[config.mk]
export PLATFORM = sky130hd
export DESIGN_NAME = acc_arb
export DESIGN_NICKNAME = d
export VERILOG_FILES = /design/src/rtl/acc_arb.sv
export SDC_FILE = /design/constraint.sdc
export NUM_CORES = 1
export LEC_CHECK = 0
export CAP_MARGIN = 5
export CORE_UTILIZATION = 46
export CTS_CLUSTER_SIZE = 40
export DETAILED_ROUTE_END_ITERATION = 16
export HOLD_SLACK_MARGIN = 0.05
export PLACE_DENSITY = 0.77
export SETUP_SLACK_MARGIN = 0.4
export SLEW_MARGIN = 20
export SYNTH_ARGS = -nofsm -noshare
export SYNTH_HDL_FRONTEND = slang
export SYNTH_SLANG_ARGS = --single-unit
[constraint.sdc]
create_clock -name clk -period 3.1 [get_ports clk]
set_input_delay 0.62 -clock clk [delete_from_list [all_inputs] [get_ports clk]]
set_output_delay 0.62 -clock clk [all_outputs]
set_load 0.005 [all_outputs]
[src/rtl/acc_arb.sv]
// Two-requester round-robin burst accumulator: grants one requester at a time
// and sums its len samples into a registered accumulator with a sticky carry flag.
module acc_arb #(
    parameter int W_X = 10,
    parameter int W_A = 16
) (
    input  logic           clk,
    input  logic           rst_b,
    input  logic [1:0]     req,
    input  logic [7:0]     len0,
    input  logic [7:0]     len1,
    input  logic [W_X-1:0] x0,
    input  logic [W_X-1:0] x1,
    input  logic           vld0,
    input  logic           vld1,
    output logic           rdy0,
    output logic           rdy1,
    output logic [1:0]     gnt,
    output logic [W_A-1:0] sum,
    output logic           done,
    output logic           done_id,
    output logic           ovf
);

    typedef enum logic [1:0] {IDLE, ACC, DONE} state_t;

    state_t         state_q, state_d;
    logic [1:0]     gnt_q, gnt_d;
    logic [W_A-1:0] sum_q, sum_d;
    logic           ovf_q, ovf_d;
    logic [7:0]     cnt_q, cnt_d;
    logic           id_q, id_d;   // index of the requester currently granted
    logic           ptr_q, ptr_d; // requester that wins a tie on the next grant

    logic           win;
    logic [7:0]     len_win;
    logic [W_X-1:0] x_sel;
    logic           vld_sel;
    logic           hs;
    logic [W_A:0]   add;

    always_comb begin
        win     = (req == 2'b11) ? ptr_q : req[1];
        len_win = win ? len1 : len0;
        x_sel   = id_q ? x1 : x0;
        vld_sel = id_q ? vld1 : vld0;
        hs      = (state_q == ACC) && vld_sel;
        add     = {1'b0, sum_q} + (W_A + 1)'(x_sel);
    end

    // NOTE: every next-state signal gets its hold value first, so no path through
    // the case statement can leave one unassigned and infer a latch.
    always_comb begin
        state_d = state_q;
        gnt_d   = gnt_q;
        sum_d   = sum_q;
        ovf_d   = ovf_q;
        cnt_d   = cnt_q;
        id_d    = id_q;
        ptr_d   = ptr_q;
        case (state_q)
            IDLE: begin
                if (req != 2'b00) begin
                    id_d    = win;
                    gnt_d   = win ? 2'b10 : 2'b01;
                    cnt_d   = len_win;
                    sum_d   = '0;
                    ovf_d   = 1'b0;
                    state_d = (len_win == 8'd0) ? DONE : ACC;
                end
            end
            ACC: begin
                if (hs) begin
                    sum_d = add[W_A-1:0];
                    ovf_d = ovf_q | add[W_A];
                    cnt_d = cnt_q - 8'd1;
                    if (cnt_q == 8'd1) state_d = DONE;
                end
            end
            DONE: begin
                state_d = IDLE;
                gnt_d   = 2'b00;
                ptr_d   = ~id_q;
            end
            default: state_d = IDLE;
        endcase
    end

    // NOTE: state registers use non-blocking assignments so every register samples
    // the pre-edge values; the async reset clears all of them, including mid-burst.
    always_ff @(posedge clk or negedge rst_b) begin
        if (!rst_b) begin
            state_q <= IDLE;
            gnt_q   <= 2'b00;
            sum_q   <= '0;
            ovf_q   <= 1'b0;
            cnt_q   <= 8'd0;
            id_q    <= 1'b0;
            ptr_q   <= 1'b0;
        end else begin
            state_q <= state_d;
            gnt_q   <= gnt_d;
            sum_q   <= sum_d;
            ovf_q   <= ovf_d;
            cnt_q   <= cnt_d;
            id_q    <= id_d;
            ptr_q   <= ptr_d;
        end
    end

    assign rdy0    = (state_q == ACC) && !id_q;
    assign rdy1    = (state_q == ACC) && id_q;
    assign gnt     = gnt_q;
    assign sum     = sum_q;
    assign ovf     = ovf_q;
    assign done    = (state_q == DONE);
    assign done_id = (state_q == DONE) && id_q;

endmodule

## Word-level counts from Yosys, hierarchy flattened

Index checks and enable logic that the tools add are counted.

| word-level totals | value |
|---|---|
| flip-flop bits (word level) | 31 |
| input port bits | 42 |
| output and inout bits | 23 |
| word-level logic and storage cells | 53 |

| operators by class | value |
|---|---|
| add/sub/neg operators | 2 |
| eq/ne operators | 7 |
| multiplexer cells | 21 |
| bitwise gates (word level) | 2 |
| reduce and logical (&&, ||, !) cells | 14 |

Operators by type and width:

| cell | count |
|---|---|
| 2-to-1 mux 16 bit | 2 |
| one-hot mux 16 bit (2 select lines) | 1 |
| 2-to-1 mux 8 bit | 3 |
| adder 16 x 10 -> 17 bit | 1 |
| one-hot mux 8 bit (2 select lines) | 1 |
| 2-to-1 mux 2 bit | 6 |
| 2-to-1 mux 10 bit | 1 |
| equality test 8 x 1 -> 1 bit (second input constant) | 1 |
| zero test 8 bit | 1 |
| one-hot mux 2 bit (2 select lines) | 2 |
| subtractor 8 x 1 -> 8 bit (second input constant) | 1 |
| != test 2 bit (second input constant) | 3 |
| AND reduction 3 bit | 2 |
| nonzero test 2 bit | 3 |
| equality test 2 bit (second input constant) | 2 |
| logical AND 1 bit | 4 |
| 2-to-1 mux 1 bit | 4 |
| AND reduction 2 bit | 2 |
| equality test 2 x 1 -> 1 bit (second input constant) | 1 |
| zero test 2 bit | 1 |
| one-hot mux 1 bit (2 select lines) | 1 |
| zero test 1 bit | 1 |
| inverter 1 bit | 1 |
| OR 1 bit | 1 |

## Depth between registers and ports, before layout

| logic depth | value |
|---|---|
| depth in word-level cells | 7 |
| depth in mapped cells | 9 |
| mapped depth without buffers | 8 |

## Worst setup path after synthesis

Ideal clock, no wire load.

| timing | value |
|---|---|
| path kind | input to register |
| from | input port x1[0] |
| to | register ovf_q (netlist: ovf) |
| library setup time | 0.119 ns |
| arrival time | 2.404 ns |
| data required time | 2.981 ns |
| path slack | 0.577 ns |
| cell stages on the path | 8 |
| path buffers | 0 |
| cells stage by stage | mux2_2 > ha_1 > fa_1 > a211oi_1 > o21ai_0 > o2111ai_1 > a21oi_1 > o21a_1 |

| on the way | value |
|---|---|
| cells in the longest elaborated chain, start to end | 5 |

Ends and longest elaborated chain:

| element | RTL line | source |
|---|---|---|
| start: declaration | 13 | `input logic [W_X-1:0] x1,` |
| 2-to-1 mux 10 bit | 45 | `x_sel = id_q ? x1 : x0;` |
| adder 16 x 10 -> 17 bit | 48 | `add = {1'b0, sum_q} + (W_A + 1)'(x_sel);` |
| OR 1 bit | 75 | `ovf_d = ovf_q \| add[W_A];` |
| 2-to-1 mux 1 bit | 73 | `if (hs) begin` |
| one-hot mux 1 bit (2 select lines) | 61 | `case (state_q)` |
| end signal: assignment | 104 | `ovf_q <= ovf_d;` |
| end: declaration | 30 | `logic ovf_q, ovf_d;` |

Every way passes these cells. The select of a mux whose other input is x is not followed.
A chain may end at the register's enable or synchronous reset.

## Final worst setup path

| timing | value |
|---|---|
| from | input port x1[0] |
| to | register sum_q[8] (netlist: sum[8]) |

| on the way | value |
|---|---|
| cells in the longest elaborated chain, start to end | 4 |

Ends and longest elaborated chain:

| element | RTL line | source |
|---|---|---|
| 2-to-1 mux 10 bit | 45 |  |
| adder 16 x 10 -> 17 bit | 48 |  |
| 2-to-1 mux 16 bit | 73 |  |
| one-hot mux 16 bit (2 select lines) | 61 |  |
| end signal: assignment | 103 | `sum_q <= sum_d;` |
| end: declaration | 29 | `logic [W_A-1:0] sum_q, sum_d;` |

Every way passes these cells. The select of a mux whose other input is x is not followed.

==> flow_summary_export.csv <==
group,metric,value,unit
cells_and_area,final_util,0.672,
drt,dr.pass1.iters,5,
critical_path,setup.worst_path.class,"in -> reg",
cts,insertion_delay,0.29,ns
die,row_count,25,
drt,wl_per_cell,15.4,µm
drt,vias_per_cell,5.86,
worst_hold_path,min_to,"ovf",
drt,wirelength,6220,µm
cells_and_area,antenna_cells,0,
synth,ys.warnings.count,0,
synth,synth_common_cells,"dfrtp_1, nand2_1, a21oi_1, o21ai_0, nand3_1",
placed_design,place_ws,0.0491,ns
status,status,"finished clean",
synth,syn_inst,267,
sta,fmax,377,MHz
placed_design,dp.cells,396,
synth,netlist.top_cell.by_area,"dfrtp_1",
sta,setup_viol,0,
worst_hold_path,holdPathStages,1,
cells_and_area,fillers,423,
sta,finalHoldViolCount,0,
synth,synth_edf_count,0,
placed_design,place.port_buffers,64,
global_routing,grt_pass1_wl,10500,µm
drt,vias,2375,
cts,cts_hold_buf,0,
die,core_area,4850,µm²
cells_and_area,syn_to_final_growth,37.7,%
sta,fin_crit,2.65,ns
run,timing.max_cap.violations,0,
critical_path,reg2reg_slack,0.56,ns
pwr,switchingPower,1.34,mW
pwr,peakVddDrop,0.000557,V
synth,yosysMostFrequentCell,"dfrtp_1",
synth,synth_area_leaders,"dfrtp_1, ha_1, mux2_2, a21oi_1, o21ai_0",
placed_design,gp_congestion,0.874,
critical_path,reg2reg_to,"sum[15]",
pwr,swShare,0.436,
cells_and_area,seq_area,777,µm²
cts,htree_levels,2,
sta,fin_ws,0.449,ns
cells_and_area,layout-drive-gt1-share,0.142,
placed_design,hpwl,4720,µm
die,die_w,73.7,µm
global_routing,grt_max_degree,32,
pwr,p_int,1.73,mW
global_routing,overflow,0,
sta,timing.slew.headroom,0.581,
critical_path,path_max_fanout,2,
critical_path,startpoint_type,"primary input",
sta,clock_skew,0.00352,ns
synth,ys_seq_area_frac,0.328,
pwr,clkPwrFrac,0.105,
die,io_pins,65,
die,die_h,73.7,µm
drt,drt_iter0_markers,132,
cells_and_area,multi_input_area,1540,µm²
pwr,powerDensity,942,nW/µm²
synth,syn_nets,322,
worst_hold_path,hp-class,"reg -> reg",
cts,clock_path_buffers,2,
synth,netlist.area_leader.share,0.328,
cts,numClockSinks,31,
sta,worstMarginPinSlew,0.626,ns
cts,path_clk_slew,0.06,ns
cts,cts-buffers-inserted,5,
synth,ys_async_sr_fraction,1.00,
critical_path,ff2ff_path_depth,8,
sta,rsz0062_at_grt,"false",
die,start_util,0.488,
sta,period_share,0.855,
sta,slew_viol_final,0,
cells_and_area,fin_nets,393,
synth,ys_ff_latch,31,
drt,drc_errors,0,
cts,cts_tree,"yes",
sta,tns,0,ns
synth,synth_area,2370,µm²
cells_and_area,final_cell_count_no_fill,405,
synth,syn_avg_cell_area,8.86,µm²
critical_path,cp.required,3.28,ns
pwr,pwr-share-seq,0.254,
synth,synth_flop_cell,"dfrtp_1",
pwr,leakagePower,1.38,nW
critical_path,rr_startpoint,"id_q",
global_routing,grt_pass1_vias,2242,
cts,cts_root_buf,"clkbuf_8",
critical_path,critPathCaptureType,"register",
die,dieArea,5430,µm²
global_routing,antenna_found_initial,0,
synth,synthDistinctLibCells,58,
critical_path,cp_data_arrival_time,2.83,ns
global_routing,track_usage,0.250,
drt,drt.antenna.violating_nets,0,
worst_hold_path,hp-start,"ovf",
pwr,pwr-share-comb,0.641,
power groups by stage:
stage,Combinational (mW),Clock (mW),Sequential (mW)
final,1.97,0.323,0.779
after global routing,2.17,0.349,0.809
after CTS,1.85,0.327,0.786
after detailed placement,1.83,0,0.788
after global placement,1.79,0,0.781
after floorplan,1.30,0,0.723
flip-flops by register name, summed over array words and instances (netlist names):
signal,flops
sum,16
ovf,1
state_q,2
cnt_q,8
gnt,2
ptr_q,1
id_q,1
critical path, stage by stage:
cell	delay, ns
clkdlybuf4s50_1	0.39
mux2_2	0.26
ha_2	0.19
fa_2	0.37
a211oi_2	0.28
o21ai_2	0.11
buf_4	0.15
a31oi_2	0.18
xnor2_1	0.08
a22o_1	0.19
cells in the final DEF (no fill, tap or decap), types with 3 or more instances in the layout:
cell,netlist,layout
nand4_1,4,4
a21oi_1,19,18
nand3_1,17,17
nand2_1,22,22
nand2b_1,7,7
ha_1,12,10
xnor2_1,4,4
a21o_1,4,4
o21ai_0,18,17
nand3b_1,4,4
buf_4,2,13
mux2_2,10,10
dfrtp_1,31,30
and2_1,5,5
nor2_1,11,11
clkdlybuf4s50_1,0,64
a211oi_1,4,3
nor2b_1,3,3
clkbuf_8,0,6
nor3_1,7,7
mux2i_1,4,4
a22o_1,9,9
inv_1,9,9
o21ai_1,4,4
kinds of logic after synthesis:
group | after synthesis | share of synthesized area
adder cells (fa/ha/maj) | 13 | 0.0719
AND/OR/NAND/NOR | 92 | 0.202
flip-flops | 31 | 0.328
XOR/XNOR | 6 | 0.0222
buffers and inverters | 22 | 0.0481
AO/OA/AOI/OAI | 88 | 0.258
multiplexers | 15 | 0.0703
repair_timing:
item,CTS,global route
resized for setup,3,10
pin swaps,0,4
endpoints found under the hold margin,0,0
endpoints found under the setup margin,7,8
buffers inserted,0,2
final cells by class:
class / instances / area share
multi-input cells: 214 / 0.472
flip-flops and latches: 31 / 0.239
well taps: 67 / 0.0257
inverters: 9 / 0.0104
clock buffers: 6 / 0.0254
clock inverters: 1 / 0.00154
repair buffers: 77 / 0.227
stage by stage:
step	cell area (µm²)	power (mW)	hold slack (ns)
floorplan	2370	2.02	0.324
global placement	3090	2.58	0.485
detailed placement	3090	2.62	0.488
CTS	3190	2.96	0.508
global route	3260	3.33	0.520
finish	3260	3.07	0.503
metal layers:
metal,GRT usage,vias to the layer above,wire [µm]
met5,0,-,0
met2,0.416,59,2990
li1,-,1156,-
met1,0.338,1153,2920
met4,0.0705,0,69
met3,0.0357,7,249
worst max path at each step:
stage | slack, ns | cells past startpoint | start | to
final | 0.45 | 10 | x1[0] | sum[8]
after global routing | 0.37 | 10 | x1[0] | sum[8]
after CTS | 0.42 | 8 | id_q | sum[9]
after detailed placement | 0.05 | 10 | x0[0] | sum[8]
after global placement | 0.04 | 9 | x0[0] | ovf
after floorplan | 0.58 | 8 | x1[0] | ovf
Note: power is estimated with default switching activity, not from simulation.
